===== src/rtl/healer_event_tracer.sv =====
// Multi-train booking/fault/heal event tracer: classifies per-channel activity,
// time-stamps it into a circular trace buffer and keeps per-channel fault history.
module healer_event_tracer #(
  parameter int unsigned NUM_TRAINS = 4,
  parameter int unsigned DEPTH      = 16,
  parameter int unsigned HIST_DEPTH = 3,
  parameter int unsigned TS_W       = 32,
  parameter int unsigned CNT_W      = 10,
  localparam int unsigned CH_W      = (NUM_TRAINS > 1) ? $clog2(NUM_TRAINS) : 1,
  localparam int unsigned HI_W      = (HIST_DEPTH > 1) ? $clog2(HIST_DEPTH) : 1,
  localparam int unsigned FILL_W    = $clog2(DEPTH) + 1
) (
  input  logic                        clk,
  input  logic                        rst,
  input  logic [NUM_TRAINS-1:0]       book_req,
  input  logic [NUM_TRAINS-1:0]       success,
  input  logic [NUM_TRAINS-1:0]       fault_flag,
  input  logic [NUM_TRAINS-1:0]       heal_trigger,
  input  logic [2*NUM_TRAINS-1:0]     heal_mode,
  input  logic [CNT_W*NUM_TRAINS-1:0] booked_count,
  input  logic [CNT_W*NUM_TRAINS-1:0] fare,
  output logic                        ev_valid,
  input  logic                        ev_ready,
  output logic [TS_W-1:0]             ev_ts,
  output logic [CH_W-1:0]             ev_chan,
  output logic [2:0]                  ev_code,
  output logic [CNT_W-1:0]            ev_count,
  output logic [CNT_W-1:0]            ev_fare,
  output logic [FILL_W-1:0]           fill,
  output logic                        overflow,
  output logic [15:0]                 drop_count,
  input  logic                        clr_stats,
  input  logic [CH_W-1:0]             hist_sel,
  input  logic [HI_W-1:0]             hist_idx,
  output logic [TS_W-1:0]             hist_ts
);

  localparam int unsigned PTR_W  = $clog2(DEPTH);
  localparam int unsigned DROP_W = 5;

  logic [TS_W-1:0]   cyc;
  logic [PTR_W-1:0]  wr_ptr, rd_ptr;
  logic [TS_W-1:0]   mem_ts    [DEPTH];
  logic [CH_W-1:0]   mem_chan  [DEPTH];
  logic [2:0]        mem_code  [DEPTH];
  logic [CNT_W-1:0]  mem_count [DEPTH];
  logic [CNT_W-1:0]  mem_fare  [DEPTH];
  logic [TS_W-1:0]   hist      [NUM_TRAINS][HIST_DEPTH];

  logic [2:0]        code [NUM_TRAINS];
  logic              win_any;
  logic [CH_W-1:0]   win_ch;
  logic [2:0]        win_code;
  logic [CNT_W-1:0]  win_count, win_fare;
  logic [DROP_W-1:0] nonidle_cnt, drops;
  logic              full, push, pop, lost;
  logic [15:0]       drop_base, drop_next;
  logic [16:0]       drop_sum;

  // Per-channel classification, booking outranks fault outranks heal
  always_comb begin
    for (int c = 0; c < int'(NUM_TRAINS); c++) begin
      code[c] = 3'd0;
      if (book_req[c])
        code[c] = success[c] ? 3'd1 : 3'd2;
      else if (fault_flag[c] && !heal_trigger[c])
        code[c] = 3'd3;
      else if (heal_trigger[c] && heal_mode[2*c +: 2] == 2'b10)
        code[c] = 3'd4;
      else if (heal_trigger[c] && heal_mode[2*c +: 2] == 2'b01)
        code[c] = 3'd5;
    end
  end

  // Lowest-index non-idle channel wins; all active channels are counted
  always_comb begin
    win_any     = 1'b0;
    win_ch      = '0;
    win_code    = 3'd0;
    win_count   = '0;
    win_fare    = '0;
    nonidle_cnt = '0;
    for (int c = 0; c < int'(NUM_TRAINS); c++) begin
      if (code[c] != 3'd0) begin
        nonidle_cnt = nonidle_cnt + DROP_W'(1);
        if (!win_any) begin
          win_any   = 1'b1;
          win_ch    = CH_W'(c);
          win_code  = code[c];
          win_count = booked_count[CNT_W*c +: CNT_W];
          win_fare  = fare[CNT_W*c +: CNT_W];
        end
      end
    end
  end

  assign ev_valid = (fill != '0);
  assign full     = (fill == FILL_W'(DEPTH));
  assign pop      = ev_valid & ev_ready;
  assign push     = win_any & (~full | pop);
  assign lost     = win_any & ~push;
  assign drops    = nonidle_cnt - DROP_W'(win_any) + DROP_W'(lost);

  // A clear in the same cycle keeps only this cycle's drops
  always_comb begin
    drop_base = clr_stats ? 16'd0 : drop_count;
    drop_sum  = {1'b0, drop_base} + 17'(drops);
    drop_next = drop_sum[16] ? 16'hFFFF : drop_sum[15:0];
  end

  always_ff @(posedge clk) begin
    if (rst) begin
      cyc        <= '0;
      wr_ptr     <= '0;
      rd_ptr     <= '0;
      fill       <= '0;
      overflow   <= 1'b0;
      drop_count <= '0;
      for (int c = 0; c < int'(NUM_TRAINS); c++)
        for (int k = 0; k < int'(HIST_DEPTH); k++)
          hist[c][k] <= '0;
    end else begin
      cyc        <= cyc + TS_W'(1);
      if (push) wr_ptr <= wr_ptr + PTR_W'(1);
      if (pop)  rd_ptr <= rd_ptr + PTR_W'(1);
      fill       <= fill + FILL_W'(push) - FILL_W'(pop);
      overflow   <= clr_stats ? lost : (overflow | lost);
      drop_count <= drop_next;
      for (int c = 0; c < int'(NUM_TRAINS); c++) begin
        if (fault_flag[c]) begin
          for (int k = int'(HIST_DEPTH) - 1; k > 0; k--)
            hist[c][k] <= hist[c][k-1];
          hist[c][0] <= cyc;
        end
      end
    end
  end

  // Trace storage carries no reset; only the pointers qualify it
  always_ff @(posedge clk) begin
    if (push) begin
      mem_ts[wr_ptr]    <= cyc;
      mem_chan[wr_ptr]  <= win_ch;
      mem_code[wr_ptr]  <= win_code;
      mem_count[wr_ptr] <= win_count;
      mem_fare[wr_ptr]  <= win_fare;
    end
  end

  assign ev_ts    = mem_ts[rd_ptr];
  assign ev_chan  = mem_chan[rd_ptr];
  assign ev_code  = mem_code[rd_ptr];
  assign ev_count = mem_count[rd_ptr];
  assign ev_fare  = mem_fare[rd_ptr];

  always_comb begin
    hist_ts = '0;
    if (32'(hist_sel) < NUM_TRAINS && 32'(hist_idx) < HIST_DEPTH)
      hist_ts = hist[hist_sel][hist_idx];
  end

endmodule


===== config.mk =====
export PLATFORM = sky130hd
export DESIGN_NAME = healer_event_tracer
export DESIGN_NICKNAME = d
export VERILOG_FILES = /design/src/rtl/healer_event_tracer.sv
export SDC_FILE = /design/constraint.sdc
export NUM_CORES = 1
export LEC_CHECK = 0
export CAP_MARGIN = 15
export CORE_ASPECT_RATIO = 0.7
export CORE_UTILIZATION = 35
export CTS_CLUSTER_DIAMETER = 80
export DETAILED_ROUTE_END_ITERATION = 8
export PLACE_DENSITY = 0.61
export SETUP_SLACK_MARGIN = 0.05
export SKIP_LAST_GASP = 1
export SYNTH_ARGS = -nofsm -noshare
export SYNTH_HDL_FRONTEND = slang
export SYNTH_SLANG_ARGS = --single-unit

===== constraint.sdc =====
create_clock -name clk -period 11.26 [get_ports clk]
set_clock_uncertainty 0.05 [all_clocks]
set_input_delay 2.252 -clock clk [delete_from_list [all_inputs] [get_ports clk]]
set_output_delay 2.252 -clock clk [all_outputs]
set_load 0.1 [all_outputs]

==> impl_metrics.py, run 1 <==
metrics = {
    "clock_tree": {
        "cts_htree_levels": 4,
        "numCtsBuffers": 141,
        "tritoncts": "yes",
        "clk_pin_slew_ps": 60,
        "root_buffer": "clkbuf_16",
        "clk_latency_ps": 760,
        "cts_buffer_depth": 3,
        "cts.sinks": 1362,
        "cts_setup_buffers": 0,
        "cts-resized-gates": 0,
        "cts_hold_buf": 0,
    },
    "routing": {
        "drt-pass1-iter-count": 5,
        "wirelength_um": 134900,
        "vias": 27990,
        "drc": 0,
        "wire_per_inst_um": 25.25,
        "viasPerCell": 5.236,
        "ant_nets": 0,
        "drt_iter0_drc": 2562,
    },
    "global_route": {
        "grt-ovfl-total": 0,
        "grt_start_max_net_pins": 123,
        "antenna_found_initial": 5,
        "grtUsageTotal": 0.1674,
        "grt_pass1_wl_um": 196200,
        "grt_pass1_vias": 28410,
    },
    "yosys": {
        "ys.flop_type": "edfxtp_1",
        "syn-mean-instance-area_um2": 19.35,
        "syn_nets": 2999,
        "postSynthCellCount": 2862,
        "yosys_warnings": 0,
        "synth-seq-area-share": 0.7209,
        "ys_ff_latch": 1362,
        "yosysUniqueCellTypes": 66,
        "synth-edff-count": 1264,
        "syn_area_um2": 55370,
        "async_reset_ff_frac": 0,
    },
    "floorplanning": {
        "core_um2": 156200,
        "die_h_um": 334.8,
        "ios": 224,
        "core.rowCount": 121,
        "die_w_um": 477.4,
        "start_util": 0.3544,
        "dieArea_um2": 159800,
    },
    "final_layout": {
        "nets": 3276,
        "final_layout_size_suffix_gt1_frac": 0.2236,
        "layout_common_cells": "1264 x edfxtp_1, 381 x mux4_2, 320 x and2_1",
        "synthToLayoutAreaGrowth_pct": 17.17,
        "final_common_cell": "edfxtp_1",
    },
    "power_and_ir_drop": {
        "cellLeakagePower_nw": 21.38,
        "p_per_area_nw_per_um2": 222.7,
        "irDropWorstVdd_mv": 0.1593,
    },
    "flow_run": {
        "maxCapViolations": 0,
    },
    "placement": {
        "gp_congestion": 0.7469,
        "io_buffers": 223,
        "pre_cts_slack_ps": 3199,
        "post-dp-hpwl_um": 74560,
    },
    "critical_path": {
        "start_kind": "primary input",
        "cp-end-kind": "output port",
        "critical_path_class": "primary input to output port",
        "r2r-start": "fill[2]",
        "r2r_end": "drop_count[3]",
        "cp.required_ps": 8960,
        "rrSetupSlack_ps": 7340,
        "arrival_ps": 5630,
        "cp_max_fo": 68,
        "reg2reg_depth": 14,
    },
    "timing": {
        "setup_viol": 0,
        "slew_viol_final": 0,
        "setup_slack_ps": 3332,
        "layout_min_cycle_time_ps": 7928,
        "fin_crit_sh": 0.7041,
        "fmax_mhz": 126.1,
        "setup_tns_ps": 0,
        "hold_violations": 0,
        "tightest_slew_ps": 1257,
        "rsz0062_at_grt": "no",
        "relSlewSlack": 0.1581,
    },
    "run_status": {
        "status": "complete, no violations",
    },
    "min_path": {
        "worst_hold_path_type": "flop to flop",
        "min_path_cells": 2,
        "hold_start": "hist[2][7]",
        "holdPathEnd": "hist[2][7]",
    },
}
[power breakdown]
part           leakage, nW  switching (mW)  total, mW  internal [mW]
combinational         5.99            2.47       3.79           1.32
clock                 2.23            1.91       4.60           2.68
sequential            13.2           0.162       6.06           5.90
total                 21.4            4.55       14.5           9.90
[sequential cells by signal, indices dropped and copies added, names as in the netlist, 4 cells and up, named ones only]
signal	cells
rd_ptr	4
hist	384
mem_count	160
fill	5
mem_fare	160
drop_count	16
mem_ts	512
wr_ptr	4
mem_code	48
mem_chan	32
cyc	32
[per-layer routing]
metal  track usage  vias to the layer above  wire length (um)
met2        0.2655                      834             64200
met3       0.02581                      159              7716
met1        0.2402                    14940             60310
li1              -                    12050                 -
met4       0.04489                        2              2701
met5             0                        -                 7
[cell type report]
| class | instances | area (um^2) |
|---|---|---|
| tap | 2091 | 2616 |
| multi-input combinational | 1271 | 14670 |
| clock inverter | 74 | 686.9 |
| antenna | 3 | 7.507 |
| sequential | 1362 | 39930 |
| clock buffer | 181 | 3867 |
| timing repair buffer | 301 | 2856 |
| fill | 13770 | 91360 |
| inverter | 62 | 242.7 |
[logic make-up (layout without fill, tap and decap cells)]
| family | Yosys count | in the layout | share of synthesized area |
|---|---|---|---|
| multiplexers | 451 | 451 | 0.1678 |
| flip-flops | 1362 | 1362 | 0.7209 |
| buffers and inverters | 229 | 618 | 0.01697 |
| XOR/XNOR | 49 | 49 | 0.007886 |
| AO/OA/AOI/OAI | 175 | 175 | 0.02047 |
| other | 1 | 4 | 0.00006772 |
| AND/OR/NAND/NOR | 570 | 570 | 0.05985 |
| adder cells (fa/ha/maj) | 25 | 25 | 0.006056 |
[Yosys cell counts (3+ instances only)]
cell,count,share of area
edfxtp_1,1264,0.69
mux4_2,381,0.15
and2_1,320,0.036
clkbuf_1,107,0.0073
dfxtp_1,98,0.035
nor2_1,98,0.0066
mux2i_1,67,0.012
inv_1,59,0.0040
buf_2,44,0.0040
a22oi_1,40,0.0054
o22ai_1,33,0.0037
o21ai_0,32,0.0029
a21oi_1,31,0.0028
xnor2_1,30,0.0047
nand2_1,26,0.0018
nor2b_1,24,0.0027
nor3_1,23,0.0021
ha_1,22,0.0050
xor2_1,18,0.0028
buf_1,14,0.00095
nand3_1,13,0.0012
nand4_1,13,0.0015
a21o_1,8,0.0011
nand2b_1,8,0.00090
a31oi_1,7,0.00079
nor4_2,7,0.0016
or3_1,7,0.00079
a311oi_1,6,0.00095
and4_1,6,0.00095
or2_2,6,0.00068
nor4_1,4,0.00045
and3_1,3,0.00034
fa_1,3,0.0011
o21a_1,3,0.00041
[worst max-delay path by stage]
stage                          end     startpoint  cells after the start
global route           hist_ts[17]    hist_sel[0]                      6
finish                 hist_ts[17]    hist_sel[0]                      6
detailed placement     hist_ts[17]    hist_sel[0]                      6
CTS                    hist_ts[17]    hist_sel[0]                      6
global placement       hist_ts[17]    hist_sel[0]                      6
floorplan           mem_chan[0][0]  fault_flag[2]                      8
[critical path, stage by stage]
cell,delay (ps)
buf_6,700
buf_4,620
mux4_2,330
mux2i_1,70
o22ai_1,360
clkdlybuf4s50_1,1220
[stage by stage]
stage / power, mW / hold WS, ps / utilization / area, um^2 / cells
floorplan: 8.963 / 404.6 / - / 55370 / 2862
global placement: 9.999 / 417.1 / 0.3857 / 60260 / 5083
detailed placement: 10.01 / 428.4 / 0.3857 / 60260 / 5083
CTS: 14.62 / 443.9 / 0.4148 / 64810 / 5338
global route: 14.95 / 461.0 / 0.4152 / 64880 / 5343
finish: 14.45 / 441.0 / 0.4153 / 64880 / 5345
Power figures use the tool's default switching activity.
==> run 2, diff against run 1 <==
- clock period: 11.26 -> 7.37 ns (I/O delays scaled with it)
==> impl_metrics.py, run 2 (synthesis gave the netlist of run 1 again) <==
metrics = {
    "run_status": {
        "status": "complete, no violations",
    },
    "final_layout": {
        "top_register": "mem_ts",
        "nets": 3284,
        "top_regs": "mem_ts x512, hist x384",
        "largest_register_ffs": 512,
        "fin_area_um2": 64830,
        "layout_common_cells": "1264 x edfxtp_1, 381 x mux4_2, 320 x and2_1",
        "final_common_cell": "edfxtp_1",
        "regArea_um2": 39930,
        "fillers": 13650,
        "final_layout_size_suffix_gt1_frac": 0.2353,
        "synthToLayoutAreaGrowth_pct": 17.08,
        "multiInputGateArea_um2": 14680,
    },
    "floorplanning": {
        "core_um2": 156200,
        "dieArea_um2": 159800,
        "die_h_um": 334.8,
        "ios": 224,
        "core.rowCount": 121,
        "die_w_um": 477.4,
        "start_util": 0.3544,
    },
    "critical_path": {
        "crit_buf_inv": 2,
        "arrival_ps": 4480,
        "cp_slowest_cell": "dfxtp_4",
        "cp_max_fo": 47,
        "critical_path_class": "flop to output port",
        "crit_chain": "buf_4, mux4_2, mux4_2, clkdlybuf4s50_1",
        "cp.required_ps": 5850,
        "cpMostUsedCell": "mux4_2",
        "crit_family": "buffers and inverters",
        "start_kind": "flop",
        "cp_slowest_stage_delay_ps": 1040,
        "cp-end-kind": "output port",
    },
    "timing": {
        "relSlewSlack": 0.2002,
        "setup_tns_ps": 0,
        "tightest_slew_ps": 1196,
        "hold_violations": 0,
        "slew_viol_final": 0,
        "fmax_mhz": 166.6,
        "setup_viol": 0,
        "layout_min_cycle_time_ps": 6001,
        "rsz0062_at_grt": "no",
        "setup_slack_ps": 1369,
        "fin_crit_sh": 0.8142,
    },
    "routing": {
        "wirelength_um": 137700,
        "vias": 28030,
        "drt_iter0_drc": 2838,
        "ant_nets": 0,
        "wire_per_inst_um": 25.77,
        "drt-pass1-iter-count": 5,
        "drc": 0,
        "viasPerCell": 5.247,
    },
    "clock_tree": {
        "clk_latency_ps": 750,
        "cts.sinks": 1362,
        "numCtsBuffers": 140,
        "cts-resized-gates": 0,
        "root_buffer": "clkbuf_16",
        "cts_hold_buf": 0,
        "tritoncts": "yes",
        "clk_pin_slew_ps": 60,
        "cts_htree_levels": 4,
        "cts_buffer_depth": 3,
        "cts_setup_buffers": 0,
    },
    "global_route": {
        "grt_pass1_vias": 28160,
        "antenna_found_initial": 3,
        "grt_start_max_net_pins": 87,
        "grt-ovfl-total": 0,
        "grt_pass1_wl_um": 199700,
        "grtUsageTotal": 0.1713,
    },
    "placement": {
        "gp_congestion": 0.7972,
        "io_buffers": 223,
        "pre_cts_slack_ps": 1249,
        "dpl_cell_area_um2": 60440,
        "post-dp-hpwl_um": 78680,
    },
    "flow_run": {
        "maxCapViolations": 0,
    },
    "power_and_ir_drop": {
        "p_per_area_nw_per_um2": 338.7,
        "cellLeakagePower_nw": 21.47,
        "irDropWorstVdd_mv": 0.3608,
        "p_comb_frac": 0.265,
        "power_frac_clock": 0.311,
        "internal_power_mw": 14.98,
        "power.switching_mw": 6.983,
        "swShare": 0.3180,
        "seqPwrFrac": 0.424,
    },
    "min_path": {
        "worst_hold_path_type": "flop to flop",
    },
}
[run 2: cell types whose count changed in the layout (fill, tap and decap cells not counted), moves of 7 or more]
cell / previous run / this run
clkdlybuf4s50_1: 216 / 171
buf_12: 3 / 18
buf_4: 78 / 116
clkinv_1: 19 / 29
clkinv_2: 29 / 19
clkbuf_8: 4 / 11
[run 2: area by class of cell]
type | instances | share of cell area
sequential | 1362 | 0.6160
inverter | 62 | 0.003744
antenna | 1 | 0.00003860
clock inverter | 64 | 0.007971
multi-input combinational | 1271 | 0.2264
timing repair buffer | 310 | 0.04607
clock buffer | 182 | 0.05948
tap | 2091 | 0.04036
[run 2: worst paths after layout]
path | start | endpoint | slack, ps | cells past startpoint
setup / recovery | flop | ev_ts[8] | 1370 | 4
hold / removal | hist[2][2] | hist[2][2] | 440 | 2
setup reg to reg | fill[3] | drop_count[2] | 3570 | 14
hold reg to reg | hist[2][2] | hist[2][2] | 440 | 2
[run 2: layer usage]
metal	GRT usage	share of wire
met2	0.2679	0.47
met1	0.2481	0.45
met3	0.02829	0.055
met5	0	0
met4	0.04454	0.019
[run 2: worst reg2reg max path, cell delays in order, from the launching register on]
cell and delay [ps]:
dfxtp_1 330, inv_1 90, ha_1 180, and4b_1 250
or2_4 180, clkinv_4 100, ha_1 240, fa_1 440
xor2_1 190, ha_1 330, nor2b_1 170, o31a_1 250
o21ai_0 320, or2_1 410, a21oi_1 130
[run 2: power by group through the flow]
stage	Sequential [mW]	Combinational (mW)	Clock (mW)
CTS	9.32	5.91	6.95
floorplan	9.49	4.20	0
detailed placement	9.48	5.90	0
global route	9.37	6.08	7.24
finish	9.31	5.82	6.83
global placement	9.47	5.87	0
[run 2: through the flow]
step | util | hold WS (ps) | total power, mW | std cells
2_1_floorplan | - | 404.6 | 13.69 | 2862
3_3_place_gp | 0.3868 | 416.4 | 15.35 | 5094
3_5_place_dp | 0.3869 | 429.1 | 15.38 | 5095
4_1_cts | 0.4149 | 446.8 | 22.19 | 5341
5_1_grt | 0.4149 | 473.2 | 22.69 | 5343
6_report | 0.4149 | 443.2 | 21.96 | 5343
==> RTL change (settings of run 2) <==
Set the parameter `TS_W` to 36 (it was 32).
--- a/src/rtl/healer_event_tracer.sv
+++ b/src/rtl/healer_event_tracer.sv
@@ -6,3 +6,3 @@
   parameter int unsigned HIST_DEPTH = 3,
-  parameter int unsigned TS_W       = 32,
+  parameter int unsigned TS_W       = 36,
   parameter int unsigned CNT_W      = 10,
Ports: changed (resized ev_ts and hist_ts); port bits go from 224 to 232. The function was not compared with the original's and may differ.
==> RTL change against run 2 <==
Worst setup slack improved by 31 ps; critical path depth up 2; clock power is 11% higher; sequential cell count grew 116; synthesized area is 8.2% higher; die area increased by 8.2%; power grew 8.3%; global-route usage increased by 0.076 points; via count is 7.3% higher; sequential power is 7% higher; final area increased by 8.3%; final cell count increased by 7.6%; wire length up 7.8%; critical path type is now in -> out; largest cell class unchanged.
==> RTL change: results (changes against run 2) <==
{| class="wikitable"
! Metric !! Value
|-
| Total CTS buffers || 148 (+5.7%)
|-
| Average wire per cell in the routed design || 25.8 um (+0.18%)
|-
| List of most frequent post-synthesis cells || edfxtp_1 (1372), mux4_2 (413), and2_1 (357), clkbuf_1 (129), nor2_1 (111)
|-
| Count of flip-flops with a built-in enable after synthesis || 1372 (+8.5%)
|-
| Net count of the mapped netlist || 3237 (+7.9%)
|-
| IR drop worst, VDD || 0.237 mV (-34%)
|-
| Seq/Total Area, Yosys || 0.723 (+0.00193)
|-
| Result of the run || completed
|-
| Sw Ratio || 0.315 (-0.00302)
|-
| Overall global routing resource usage || 0.172 (+0.000762)
|-
| Via Count || 30100 (+7.3%)
|-
| HPWL reported at the end of detailed placement || 83.3 mm (+5.9%)
|-
| Total cell area at the placement stage || 65400 um^2 (+8.1%)
|-
| Mapped Avg Cell Area || 19.3 um^2 (about the same)
|-
| DR iter-0 viols || 3167 (+12%)
|-
| Worst-path cell with the longest stage delay || clkdlybuf4s50_1
|-
| Gpl congestion || 0.760 (-4.7%)
|-
| Global-route wire length before repair || 216 mm (+8.0%)
|-
| Largest fanout on the critical path || 50 (+6.4%)
|-
| Largest net degree at the start of global routing || 73 (-16%)
|-
| Count of placed standard cells including taps || 5475 (+7.5%)
|-
| Clock distribution power || 7.61 mW (+11%)
|-
| Worst-margin pin slew || 1350 ps (+150 ps)
|-
| Switching power || 7.49 mW (+7.3%)
|-
| Post-Place Setup Slack || 1040 ps (-212 ps)
|-
| Aggregate routed wire length || 148 mm (+7.8%)
|-
| Share of total power in combinational logic || 0.258 (-0.007)
|-
| Largest stage delay, worst path || 1260 ps (+220 ps)
|-
| Static Leakage || 23.2 nW (+8.0%)
|-
| Arrival time reported for the critical path endpoint || 4450 ps (-30 ps)
|-
| Final layout net count || 3522 (+7.2%)
|}
## RTL change: area by class of cell
class,instances,area [um^2]
diodes,2,5.00
well taps,2240,2800
clock buffers,186,3960
fillers,14800,99100
inverters,26,97.6
multi-input cells,1413,15900
clock inverters,86,921
flip-flops and latches,1478,43300
repair buffers,318,3170
## RTL change: layer usage
layer / wire, um / GRT usage / vias up
li1: - / - / 13000
met1: 66400 / 0.248 / 16100
met2: 70400 / 0.270 / 877
met3: 8880 / 0.0300 / 164
met4: 2720 / 0.0434 / 0
met5: 0 / 0 / -
## RTL change: final timing paths
| path | cells after the start | slack (ps) | from | end |
|---|---|---|---|---|
| worst max-delay path | 6 | 1400 | hist_idx[1] | hist_ts[8] |
| worst min-delay path | 2 | 430 | rd_ptr[1] | flop |
| worst max register to register | 14 | 2830 | fill[2] | drop_count[13] |
| worst min register to register | 2 | 430 | rd_ptr[1] | flop |
## RTL change: kinds of logic (layout without fill, tap and decap cells)
| family | after synthesis | in the layout | synth area share |
|---|---|---|---|
| flip-flops | 1478 | 1478 | 0.723 |
| AO/OA/AOI/OAI | 167 | 167 | 0.0170 |
| AND/OR/NAND/NOR | 671 | 671 | 0.0638 |
| XOR/XNOR | 58 | 58 | 0.00848 |
| multiplexers | 491 | 491 | 0.168 |
| adder cells (fa/ha/maj) | 25 | 25 | 0.00559 |
| buffers and inverters | 209 | 616 | 0.0139 |
| other | 1 | 3 | 0.0000626 |
## RTL change: worst reg2reg max path, stage by stage (launching register included)
cell and delay (ps):
dfxtp_1 320, inv_1 90, ha_1 170, or3b_2 560
o21ai_1 370, clkinv_1 300, ha_1 310, fa_1 540
inv_1 60, fa_1 400, nor2b_1 180, o31a_1 270
o21ai_0 190, or2_2 470, o22ai_1 180
